### config.mk
export PLATFORM = sky130hd
export DESIGN_NAME = dmem_arbiter
export DESIGN_NICKNAME = d
export VERILOG_FILES = /design/src/rtl/dmem_arbiter.sv
export SDC_FILE = /design/constraint.sdc
export NUM_CORES = 1
export LEC_CHECK = 0
export ABC_AREA = 1
export BUFFER_PORTS_ARGS = -buffer_cell sky130_fd_sc_hd__clkbuf_2
export CORE_UTILIZATION = 40
export CTS_CLUSTER_DIAMETER = 50
export DETAILED_ROUTE_END_ITERATION = 10
export MAX_ROUTING_LAYER = met4
export PLACE_DENSITY_LB_ADDON = 0.2
export SETUP_SLACK_MARGIN = 0.02
export SLEW_MARGIN = 20
export SYNTH_ARGS = -nofsm -noshare
export SYNTH_HDL_FRONTEND = slang
export SYNTH_SLANG_ARGS = --single-unit
### constraint.sdc
create_clock -name clk -period 1.5 [get_ports clk]
set_clock_uncertainty 0.05 [all_clocks]
set_input_delay 0.15 -clock clk [delete_from_list [all_inputs] [get_ports clk]]
set_output_delay 0.15 -clock clk [all_outputs]
set_load 0.01 [all_outputs]
### src/rtl/dmem_arbiter.sv
// dmem_arbiter: two-master arbiter in front of a single-port data RAM
// (combinational read, synchronous write). Round-robin grant per cycle,
// bounded bus lock for read-modify-write sequences and a one-cycle
// registered read response per master.
// Optional build macro DMEM_ARB_STATS_EN adds a saturating conflict counter.
module dmem_arbiter #(
  parameter int AW       = 8,
  parameter int DW       = 8,
  parameter int LOCK_MAX = 4
) (
  input  logic          clk,
  input  logic          rst_n,
  input  logic          m0_req,
  input  logic          m0_we,
  input  logic          m0_lock,
  input  logic [AW-1:0] m0_addr,
  input  logic [DW-1:0] m0_wdata,
  output logic          m0_gnt,
  output logic [DW-1:0] m0_rdata,
  output logic          m0_rvalid,
  input  logic          m1_req,
  input  logic          m1_we,
  input  logic          m1_lock,
  input  logic [AW-1:0] m1_addr,
  input  logic [DW-1:0] m1_wdata,
  output logic          m1_gnt,
  output logic [DW-1:0] m1_rdata,
  output logic          m1_rvalid,
  output logic [AW-1:0] mem_addr,
  output logic [DW-1:0] mem_din,
  output logic          mem_we,
  input  logic [DW-1:0] mem_dout
`ifdef DMEM_ARB_STATS_EN
  ,
  output logic [15:0]   conflict_cnt
`endif
);

  localparam int CW = $clog2(LOCK_MAX + 1);
  // Count value at which the next locked grant exhausts the lock budget.
  localparam logic [CW-1:0] LAST_CNT = CW'(LOCK_MAX - 1);
  // With a budget of one cycle a lock never outlives its first grant.
  localparam bit LOCK_EN = (LOCK_MAX > 1);

  typedef enum logic [1:0] {IDLE, OWN0, OWN1} state_t;

  state_t          state;
  logic            last;      // 1: m1 won most recently, so m0 is favoured
  logic [CW-1:0]   lock_cnt;
  logic            gnt0;
  logic            gnt1;
  logic [DW-1:0]   rdata0_p1;
  logic [DW-1:0]   rdata1_p1;
  logic            vld0_p1;
  logic            vld1_p1;

  // Grant decision: round-robin in IDLE, exclusive to the owner while locked.
  always_comb begin
    gnt0 = 1'b0;
    gnt1 = 1'b0;
    if (rst_n) begin
      case (state)
        IDLE: begin
          gnt0 = m0_req && (!m1_req || last);
          gnt1 = m1_req && (!m0_req || !last);
        end
        OWN0:    gnt0 = m0_req;
        OWN1:    gnt1 = m1_req;
        default: ;
      endcase
    end
  end

  // RAM port mux driven by whichever master holds the grant.
  always_comb begin
    mem_addr = '0;
    mem_din  = '0;
    mem_we   = 1'b0;
    if (gnt0) begin
      mem_addr = m0_addr;
      mem_din  = m0_wdata;
      mem_we   = m0_we;
    end else if (gnt1) begin
      mem_addr = m1_addr;
      mem_din  = m1_wdata;
      mem_we   = m1_we;
    end
  end

  // Ownership FSM: round-robin history, lock entry/exit and lock budget.
  always_ff @(posedge clk or negedge rst_n) begin
    if (!rst_n) begin
      state    <= IDLE;
      last     <= 1'b1;
      lock_cnt <= '0;
    end else begin
      case (state)
        IDLE: begin
          if (gnt0) begin
            last <= 1'b0;
            if (m0_lock && LOCK_EN) begin
              state    <= OWN0;
              lock_cnt <= CW'(1);
            end
          end else if (gnt1) begin
            last <= 1'b1;
            if (m1_lock && LOCK_EN) begin
              state    <= OWN1;
              lock_cnt <= CW'(1);
            end
          end
        end
        OWN0: begin
          if (!m0_req) begin
            state    <= IDLE;
            lock_cnt <= '0;
          end else if (!m0_lock || lock_cnt >= LAST_CNT) begin
            // Released voluntarily or budget spent; m1 goes next if waiting.
            state    <= IDLE;
            lock_cnt <= '0;
            last     <= 1'b0;
          end else begin
            lock_cnt <= lock_cnt + CW'(1);
          end
        end
        OWN1: begin
          if (!m1_req) begin
            state    <= IDLE;
            lock_cnt <= '0;
          end else if (!m1_lock || lock_cnt >= LAST_CNT) begin
            state    <= IDLE;
            lock_cnt <= '0;
            last     <= 1'b1;
          end else begin
            lock_cnt <= lock_cnt + CW'(1);
          end
        end
        default: begin
          state    <= IDLE;
          lock_cnt <= '0;
        end
      endcase
    end
  end

  // Read response stage: capture RAM data on a granted read, pulse valid once.
  always_ff @(posedge clk or negedge rst_n) begin
    if (!rst_n) begin
      rdata0_p1 <= '0;
      rdata1_p1 <= '0;
      vld0_p1   <= 1'b0;
      vld1_p1   <= 1'b0;
    end else begin
      vld0_p1 <= gnt0 && !m0_we;
      vld1_p1 <= gnt1 && !m1_we;
      if (gnt0 && !m0_we) rdata0_p1 <= mem_dout;
      if (gnt1 && !m1_we) rdata1_p1 <= mem_dout;
    end
  end

  assign m0_gnt    = gnt0;
  assign m1_gnt    = gnt1;
  assign m0_rdata  = rdata0_p1;
  assign m1_rdata  = rdata1_p1;
  assign m0_rvalid = vld0_p1;
  assign m1_rvalid = vld1_p1;

`ifdef DMEM_ARB_STATS_EN
  // Saturating count of cycles where both masters asked and one was refused.
  always_ff @(posedge clk or negedge rst_n) begin
    if (!rst_n) begin
      conflict_cnt <= '0;
    end else if (m0_req && m1_req && (!gnt0 || !gnt1) && conflict_cnt != 16'hFFFF) begin
      conflict_cnt <= conflict_cnt + 16'd1;
    end
  end
`endif

endmodule

; ---- Word-level counts from Yosys, hierarchy flattened
; Index checks and enable logic that the tools add are counted.
[op_classes]
add_sub_neg = 1
magnitude_cmp = 1
n_eq_ne = 11
n_mux = 35
reduce_logical = 20
[op_table]
columns = operator, n
row1 = $mux 8, 4
row2 = $mux 3, 8
row3 = $mux 2, 8
row4 = $ne 3x3->1 const B, 5
row5 = $mux 1, 10
row6 = $pmux 3 s3, 1
row7 = $ne 2x2->1 const B, 4
row8 = $logic_not 1->1, 7
row9 = $pmux 2 s3, 1
row10 = $reduce_and 6->1, 1
row11 = $reduce_and 5->1, 1
row12 = $logic_and 1x1->1, 4
row13 = $logic_or 1x1->1, 4
row14 = $pmux 1 s2, 2
row15 = $add 3x1->3 const B, 1
row16 = $ge 3x2->1 const B, 1
row17 = $pmux 1 s3, 1
row18 = $reduce_and 3->1, 1
row19 = $reduce_bool 3->1, 1
row20 = $eq 2x1->1 const B, 1
row21 = $eq 2x2->1 const B, 1
row22 = $logic_not 2->1, 1
[word_totals]
regBits = 24
input_bits = 48
output_inout_bits = 37
wordCells = 75

; ---- Depth between registers and ports, before layout
; Gate-level depths: netlist of the first run.
[depth]
depth_word = 8
depth_mapped = 10

; ---- Worst setup path before layout of the first run
; OpenSTA, ideal clock, no wires.
[synth_path]
path_kind = register to output
start = reg state[0]
end = out mem_we
t_arrival_ns = 1.437
required_ns = 1.300
path_slack_ns = -0.137
path_stages_with_launch = 9
path_buffers = 2
path_cell_list = dfrtp_1 inv_1 ha_1 nand2_1 nand2_2 nand2_4 buf_6 buf_6 a21oi_2
[synth_between]
elab_chain_len = 5
elab_cells_between_ends = 9
[synth_lines]
columns = item, line_no
row1 = from (decl), 47  ; state_t state;
row2 = from (signal assigned), 93  ; state <= IDLE;
row3 = from (signal assigned), 102  ; state <= OWN0;
row4 = from (signal assigned), 108  ; state <= OWN1;
row5 = $eq 2x2->1 or $logic_not 2->1 (tied branches), 62  ; case (state)
row6 = $pmux 1 s2, 62
row7 = $mux 1, 61  ; if (rst_n) begin
row8 = $mux 1, 83  ; end else if (gnt1) begin
row9 = $mux 1 *, 79  ; if (gnt0) begin
row10 = to (decl), 31  ; output logic mem_we,
; Mark *: on every way between the ends. The rest lies on a longest branch, timed or not.

; ---- Final worst setup path of the first run
[layout_path]
start = reg state[0]
end = out mem_addr[7]
[layout_between]
elab_chain_len = 5
elab_cells_between_ends = 9
[layout_lines]
columns = item, line_no
row1 = $eq 2x2->1 or $logic_not 2->1 (tied branches), 62
row2 = $pmux 1 s2, 62
row3 = $mux 1, 61
row4 = $mux 8, 83
row5 = $mux 8 *, 79
row6 = to (decl), 29  ; output logic [AW-1:0] mem_addr,
; Marks and branches as above.

==> flow_summary.toml, run 1 <==
[detailed_routing]
dr.pass1.iters = 4
vias = 1765
post_drt_wl_per_cell_um = 12.51
dr.first_iter.drc_count = 25
antenna_left = 0
drc = 0
viasPerCell = 4.796
wirelength_um = 4604

[final_layout]
drive_gt1_frac = 0.6125
register_area_um2 = 603.1
instances_no_fill = 368
multi_input_area_um2 = 1065
nNetsFinal = 376
n_fill_cell = 284
area_growth_pct = 74.96
diodes = 0

[worst_setup_path]
path_class = "register to primary output"
crit_fanout = 8
cp-start-kind = "register"
arrival_ns = 1.71
cp_data_required_time_ns = 1.30
crit_path_end_kind = "primary output"

[logic_synthesis]
yosysTopAreaCellShare = 0.3622
syn_inst = 208
syn_area_per_cell_um2 = 7.640
synth.most_common_cell = "nand2_1"
synth-seq-cells = 24
synth_top_cells_by_count = "nand2_1, inv_1, dfrtp_1"
netlist_area_um2 = 1589
yosys.area.top_type = "dfrtp_1"
synth_fp_nets = 263
ys_seq_area_frac = 0.3787
synth_top_flop_cell = "dfrtp_1"
postSynth.asyncResetShare = 1.000
synth_edf_count = 0
ys_warn_count = 0
yosys-top-cells-area = "dfrtp_1, nand2_1, o21ai_2"
ys_types = 23

[die]
rows = 22
start_util = 0.4245
coreArea_um2 = 3744
die_w_um = 65.03
io_pins = 85
dieArea_um2 = 4229
die_h_um = 65.03

[sta]
slew_viol_final = 0
fmax_ghz = 0.5244
rsz0062_at_grt = "yes"
slew_headroom = 0.7974
worstMarginPinSlew_ns = 0.3039
setup_ws_ns = -0.4071
layout_min_cycle_time_ns = 1.907
finalCritPeriodShare = 1.271
setup_violations = 41
setup_tns_ns = -11.10
hold_viol_final = 0

[clock_network]
clk_latency_ns = 0.27
clkSinkCount = 24
clkSlewWorstSetupHoldPaths_ns = 0.09
cts_made_buffers = 3
cts_buffer_depth = 2
cts-root-buf = "clkbuf_8"
cts_tree = "done"
htreeDepth = 1

[status]
failed_checks = "setup timing"
outcome = "finished with violations"

[grt]
grt_pass1_wl_um = 6755
grt_overflow_total = 0
grt_pass1_vias = 1527
grt_start_max_net_pins = 25
antenna_found_initial = 0
grtUsageTotal = 0.2079

[pwr]
p_leak_nw = 1.526
ir_drop_mv = 0.9880
p_total_mw = 4.399
power_density_nw_per_um2 = 1582

[flow_run]
maxCapViolCount = 0

[placement]
dp_hpwl_um = 2991
place_inst = 346
gp_congestion = 0.9244
port_buffers = 84
place_ws_ns = -0.1833

[min_path]
worstHoldPathType = "input pin to register"
## power breakdown
group | switching [mW] | internal, mW | total [mW]
Clock | 0.215 | 0.357 | 0.572
Sequential | 0.208 | 0.934 | 1.14
Combinational | 1.39 | 1.30 | 2.69
Total | 1.81 | 2.59 | 4.40
## path summary, 6_finish.rpt
kind                        startpoint     endpoint  slack (ns)  cells past startpoint
hold reg to reg                   last         last        0.44                      2
setup reg to reg              state[0]  lock_cnt[2]       -0.27                     12
max in group asynchronous        rst_n         last        0.72                      3
min in group asynchronous        rst_n  m0_rdata[0]        0.40                      3
setup / recovery              state[0]  mem_addr[7]       -0.41                      9
hold / removal             mem_dout[0]  m0_rdata[0]        0.09                      3
## flip-flops by register name, summed over array words and instances (netlist names)
| signal | flops |
|---|---|
| m0_rdata | 8 |
| m1_rdata | 8 |
| lock_cnt | 3 |
| state | 2 |
| last | 1 |
| m0_rvalid | 1 |
| m1_rvalid | 1 |
## kinds of logic (layout without fill, tap and decap cells)
group / after synthesis / count (layout) / synth area share
DFF: 24 / 24 / 0.3787
adders and majority gates: 7 / 7 / 0.05512
AOI/OAI and AO/OA: 23 / 23 / 0.1126
buffers and inverters: 34 / 146 / 0.1071
muxes: 1 / 1 / 0.006299
and+or+nand+nor: 119 / 119 / 0.3402
## critical path: stages (launching register included)
cell      delay, ns
dfrtp_2        0.42
clkinv_4       0.10
ha_4           0.19
nand2_4        0.06
nand2_4        0.07
nand2_8        0.16
buf_16         0.15
nand3_1        0.09
nand2_1        0.07
buf_2          0.13
## layout make-up
cell class,count,share of cell area
Sequential cell,24,0.2169
Multi-Input combinational cell,150,0.3830
Timing Repair Buffer,112,0.2970
Tap cell,48,0.02160
Timing Repair inverter,2,0.007201
Inverter,28,0.04860
Clock buffer,3,0.01485
Clock inverter,1,0.01080
## layer usage
metal  wire length (um)  vias up  track usage
met1               1812      818       0.2368
met5                  0        -            -
met3                227        6      0.03697
li1                   -      881            -
met4                 54        0      0.04348
met2               2509       60       0.3789
## stage by stage
| step | hold WS [ns] | cell area, um2 | util |
|---|---|---|---|
| 2_1_floorplan | -0.1956 | 1698 | - |
| 4_1_cts | 0.09301 | 2541 | 0.6788 |
| 3_3_place_gp | 0.1414 | 2222 | 0.5936 |
| 5_1_grt | 0.09505 | 2780 | 0.7426 |
| 6_report | 0.08887 | 2780 | 0.7426 |
| 3_5_place_dp | 0.1516 | 2222 | 0.5936 |
## cell usage in the layout, fill, tap and decap left out, drive strengths merged
| cell | n |
|---|---|
| a21oi | 2 |
| buf | 41 |
| bufinv | 1 |
| clkbuf | 73 |
| clkinv | 2 |
| dfrtp | 23 |
| dfstp | 1 |
| dlygate4sd3 | 1 |
| ha | 7 |
| inv | 28 |
| mux2i | 1 |
| nand2 | 81 |
| nand3 | 19 |
| nand4 | 6 |
| nor2 | 12 |
| nor3 | 1 |
| o21ai | 21 |
## timing repair
item                                   in CTS  in global routing
cloned                                      2                  3
setup endpoints to repair                  41                 43
setup buffers                              10                  4
endpoints found under the hold margin      23                  0
pin swaps                                   9                 15
hold buffers                                1                  0
gates resized for setup                    33                 56
No activity file was read; power rests on OpenSTA's default activity.
==> run 2, diff against run 1 <==
--- a/config.mk
+++ b/config.mk
@@ -11,7 +11,7 @@
 export CTS_CLUSTER_DIAMETER = 50
 export DETAILED_ROUTE_END_ITERATION = 10
 export MAX_ROUTING_LAYER = met4
-export PLACE_DENSITY_LB_ADDON = 0.2
+export PLACE_DENSITY_LB_ADDON = 0.3
 export SETUP_SLACK_MARGIN = 0.02
 export SLEW_MARGIN = 20
 export SYNTH_ARGS = -nofsm -noshare
==> run 2 against run 1 <==
The run still ends with setup timing left. Clock power is 1% lower. Sequential power about the same. Non-clock buffer count up 3. Via count increased by 1.8%. Final cell count up 0.27%. Sequential share of layout area decreased by 0.55 points. Die area is the same. Routed wire length rose by 5.0%. Worst hold slack got worse by 0.0023 ns. Power up 5.2%. Final area grew 2.4%. Critical path type unchanged. Critical endpoint is now mem_din[7]. Largest cell class unchanged.
==> flow_summary.toml, run 2 (synthesized netlist as in run 1, its figures left out) <==
[worst_setup_path]
r2r_cells = 12
arrival_ns = 1.74
r2r_slack_ns = -0.30
reg2reg_to = "m1_rdata[2]"
reg2reg_from = "state[1]"
crit_fanout = 6
path_class = "register to primary output"
cp-start-kind = "register"
cp_data_required_time_ns = 1.30
crit_path_end_kind = "primary output"

[die]
die_h_um = 65.03
coreArea_um2 = 3744
rows = 22
die_w_um = 65.03
dieArea_um2 = 4229
io_pins = 85
start_util = 0.4245

[sta]
hold_viol_final = 0
slew_viol_final = 0
worstMarginPinSlew_ns = 0.3008
finalCritPeriodShare = 1.292
rsz0062_at_grt = "yes"
setup_violations = 42
layout_min_cycle_time_ns = 1.937
setup_ws_ns = -0.4375
fin_hold_ws_ns = 0.08655
slew_headroom = 0.7995
fmax_ghz = 0.5161

[final_layout]
nNetsFinal = 377
drive_gt1_frac = 0.6355
diodes = 0
final_cell_mix = "clkbuf_2, nand2_1, dfrtp_1"
n_fill_cell = 258
area_growth_pct = 79.13
multi_input_area_um2 = 1130
final_common_cell = "clkbuf_2"
register_area_um2 = 601.8

[pwr]
p_comb_frac = 0.627
switching_power_mw = 1.909
p_leak_nw = 1.554
p_clk_frac = 0.122
power_density_nw_per_um2 = 1625
ir_drop_mv = 1.201
power.internal_mw = 2.718
seq_power_share = 0.251
swShare = 0.4125

[detailed_routing]
vias = 1797
antenna_left = 0
wirelength_um = 4836
dr.first_iter.drc_count = 48
dr.pass1.iters = 4
post_drt_wl_per_cell_um = 13.11
viasPerCell = 4.870
drc = 0

[placement]
place_ws_ns = -0.1604
dp_hpwl_um = 3090
gp_congestion = 0.9513
port_buffers = 84

[min_path]
worstHoldPathType = "input pin to register"
worstHoldStart = "mem_dout[7]"
min_to = "m0_rdata[7]"
min_path_cells = 3

[clock_network]
cts_buffer_depth = 2
clk_latency_ns = 0.27
clkSlewWorstSetupHoldPaths_ns = 0.09
cts_tree = "done"
htreeDepth = 1
clkSinkCount = 24
cts-root-buf = "clkbuf_8"
cts_made_buffers = 3

[status]
failed_checks = "setup timing"
outcome = "finished with violations"

[grt]
grt_start_max_net_pins = 25
grt_overflow_total = 0
grtUsageTotal = 0.2080
antenna_found_initial = 0
grt_pass1_wl_um = 6610
grt_pass1_vias = 1531

[flow_run]
maxCapViolCount = 0
[run 2: cell types whose count changed in the layout (fill, tap and decap cells not counted), sizes merged]
cell,change
clkbuf,-2
inv,-1
clkinv,-1
buf,+5
[run 2: worst max path at each step]
| stage | start | end | depth (start not counted) | slack, ns |
|---|---|---|---|---|
| 3_3_place_gp | state[1] | mem_din[3] | 9 | -0.15 |
| 3_5_place_dp | state[1] | mem_addr[2] | 9 | -0.16 |
| 6_report | state[1] | mem_din[7] | 10 | -0.44 |
| 5_1_grt | state[1] | mem_din[7] | 10 | -0.51 |
| 2_1_floorplan | state[0] | mem_addr[2] | 9 | -0.02 |
| 4_1_cts | state[1] | mem_we | 9 | -0.37 |
[run 2: cell type report]
class	count	area share
repair buffers	115	0.2980
clock inverters	1	0.01055
well taps	48	0.02110
multi-input cells	150	0.3969
clock buffers	3	0.01451
inverters	28	0.04747
flip-flops and latches	24	0.2114
[run 2: timing repair]
item,CTS,global route
gates cloned,1,2
resized for setup,33,65
endpoints found under the setup margin,41,42
endpoints found under the hold margin,23,0
hold buffers,1,0
pin swaps,1,31
buffers inserted,6,8
[run 2: routing by layer]
layer	vias to the layer above	global-route usage	wire, um
met5	-	-	0
met3	8	0.04049	294
li1	888	-	-
met4	0	0.05707	76
met1	832	0.2329	1861
met2	69	0.3750	2603
[run 2: through the flow]
stage / std cells / utilization / power (mW) / TNS (ns) / cell area, um2
global placement: 347 / 0.5989 / 3.125 / -3.673 / 2242
global route: 369 / 0.7604 / 4.954 / -14.90 / 2846
CTS: 359 / 0.6731 / 4.113 / -10.09 / 2520
detailed placement: 347 / 0.5989 / 3.174 / -4.435 / 2242
floorplan: 208 / - / 2.423 / -0.2290 / 1698
finish: 369 / 0.7604 / 4.627 / -11.87 / 2846
[run 2: power groups by stage]
stage	combinational (mW)	clock (mW)	sequential (mW)
floorplan	1.22	0	1.21
global placement	2.02	0	1.10
detailed placement	2.06	0	1.11
CTS	2.38	0.578	1.15
global route	3.15	0.611	1.20
finish	2.90	0.566	1.16
[run 2: worst max-delay path: stages, from the launching register on]
cell	delay, ns
dfrtp_1	0.42
inv_2	0.14
ha_4	0.18
nand3_2	0.06
nand2_2	0.08
nand2_4	0.07
inv_6	0.09
clkbuf_16	0.15
nand3_2	0.07
nand2_1	0.08
buf_2	0.13
==> run 3, diff against run 2 <==
--- a/config.mk
+++ b/config.mk
@@ -7,11 +7,12 @@
 export LEC_CHECK = 0
 export ABC_AREA = 1
 export BUFFER_PORTS_ARGS = -buffer_cell sky130_fd_sc_hd__clkbuf_2
+export CAP_MARGIN = 20
 export CORE_UTILIZATION = 40
 export CTS_CLUSTER_DIAMETER = 50
 export DETAILED_ROUTE_END_ITERATION = 10
 export MAX_ROUTING_LAYER = met4
-export PLACE_DENSITY_LB_ADDON = 0.3
+export PLACE_DENSITY_LB_ADDON = 0.08
 export SETUP_SLACK_MARGIN = 0.02
 export SLEW_MARGIN = 20
 export SYNTH_ARGS = -nofsm -noshare
==> run 3 against run 2 <==
The run still ends with setup timing left. First-iteration DRC count up 4.2%. Die area unchanged. Via count down 4.0%. Non-clock buffer count down 6. Combinational power down 10%. Clock power down 3%. Clock-buffer cell count unchanged. Core utilization down 3.8 points. Setup slack better by 0.035 ns.
==> flow_summary.toml, run 3 (synthesized netlist as in run 1, its figures left out) <==
[sta]
hold_viol_final = 0
rsz0062_at_grt = "yes"
slew_viol_final = 0
finalCritPeriodShare = 1.268
layout_min_cycle_time_ns = 1.902
slew_headroom = 0.8041
fmax_ghz = 0.5258
worstMarginPinSlew_ns = 0.2938
setup_violations = 42
setup_ws_ns = -0.4020

[grt]
grt_pass1_vias = 1575
grt_start_max_net_pins = 25
grt_pass1_wl_um = 6513
grtUsageTotal = 0.2021
grt_overflow_total = 0
antenna_found_initial = 0

[detailed_routing]
wl_met2_um = 2354
wirelength_um = 4429
drt-met1-wl_um = 1799
post_drt_wl_per_cell_um = 12.13
vias = 1725
drc = 0
routed.top_layer = "met4"
viasPerCell = 4.726
met3_length_um = 249
dr.pass1.iters = 5
dr.first_iter.drc_count = 50
antenna_left = 0

[placement]
gp_congestion = 0.8241
place_inst = 348
place_ws_ns = -0.1325
port_buffers = 84
dp_hpwl_um = 3083
dpl_cell_area_um2 = 2262

[worst_setup_path]
reg2reg_from = "state[0]"
cp_data_required_time_ns = 1.30
r2r_cells = 11
crit_fanout = 6
cp-start-kind = "register"
reg2reg_to = "m1_rdata[3]"
path_class = "register to primary output"
r2r_slack_ns = -0.30
arrival_ns = 1.70
crit_path_end_kind = "primary output"

[die]
die_h_um = 65.03
die_w_um = 65.03
start_util = 0.4245
dieArea_um2 = 4229
rows = 22
coreArea_um2 = 3744
io_pins = 85

[pwr]
power_density_nw_per_um2 = 1588
p_leak_nw = 1.504
p_total_mw = 4.295
ir_drop_mv = 0.9235

[clock_network]
clkSlewWorstSetupHoldPaths_ns = 0.08
cts_made_buffers = 3
clk_latency_ns = 0.26
cts_tree = "done"
cts_buffer_depth = 2
clkSinkCount = 24
cts-root-buf = "clkbuf_8"
htreeDepth = 1

[final_layout]
area_growth_pct = 70.16
nNetsFinal = 373
instances_no_fill = 365
final_cell_mix = "clkbuf_2, nand2_1, nand2_2"
drive_gt1_frac = 0.6088
design_area_um2 = 2704
diodes = 0
final_common_cell = "clkbuf_2"
final_util = 0.7223

[status]
failed_checks = "setup timing"
outcome = "finished with violations"

[min_path]
worstHoldPathType = "input pin to register"
worstHoldStart = "m1_we"
min_to = "m1_rvalid"
min_path_cells = 2

[flow_run]
maxCapViolCount = 0
## run 3: cell count changes in the layout (fill, tap and decap cells not counted), sizes merged
cell | previous run | this run
clkbuf | 71 | 69
buf | 46 | 42
inv | 27 | 29
## run 3: power by group
| group | internal (mW) | switching, mW | leakage, nW |
|---|---|---|---|
| combinational | 1.26 | 1.35 | 1.17 |
| sequential | 0.933 | 0.200 | 0.302 |
| clock | 0.356 | 0.192 | 0.0357 |
| total | 2.55 | 1.74 | 1.50 |
## run 3: critical path, stage by stage (launching register included)
cell,delay [ns]
dfrtp_2,0.46
inv_4,0.11
ha_4,0.17
nand2_4,0.05
nand2_4,0.06
nand2_4,0.07
buf_12,0.15
buf_12,0.12
nand3_2,0.06
nand2_2,0.05
buf_6,0.11
## run 3: metal layers
layer,global-route usage,vias up
met2,0.3815,69
met3,0.01408,6
met5,-,-
met4,0.05707,0
met1,0.2269,779
li1,-,871
## run 3: worst max path at each step
stage          startpoint          end  slack, ns  cells past startpoint
6_report         state[0]  mem_addr[4]      -0.40                     10
3_5_place_dp     state[0]   mem_din[5]      -0.13                     10
5_1_grt          state[0]  mem_addr[4]      -0.46                     10
2_1_floorplan    state[0]  mem_addr[2]      -0.02                      9
3_3_place_gp     state[0]   mem_din[5]      -0.12                     10
4_1_cts          state[0]   mem_din[5]      -0.38                     10
## run 3: metrics by stage
stage	hold slack, ns	TNS, ns
4_1_cts	0.05223	-9.264
2_1_floorplan	-0.1956	-0.2290
3_5_place_dp	0.1459	-4.029
5_1_grt	0.08831	-14.72
6_report	0.08757	-11.66
3_3_place_gp	0.1526	-3.554
## run 3: layout make-up
cell class              instances  area, um2
fillers                       306       1040
multi-input cells             150       1032
repair buffers                109      779.5
flip-flops and latches         24      603.1
inverters                      28      137.6
well taps                      48      60.06
clock buffers                   3      41.29
clock inverters                 1      30.03
repair inverters                2      20.02
## run 3: repair_timing
item / CTS / global route
gates resized for setup: 22 / 64
endpoints found under the hold margin: 23 / 0
hold buffers: 1 / 0
buffers inserted: 3 / 7
cloned: 1 / 2
setup endpoints to repair: 41 / 41
pin swaps: 3 / 18
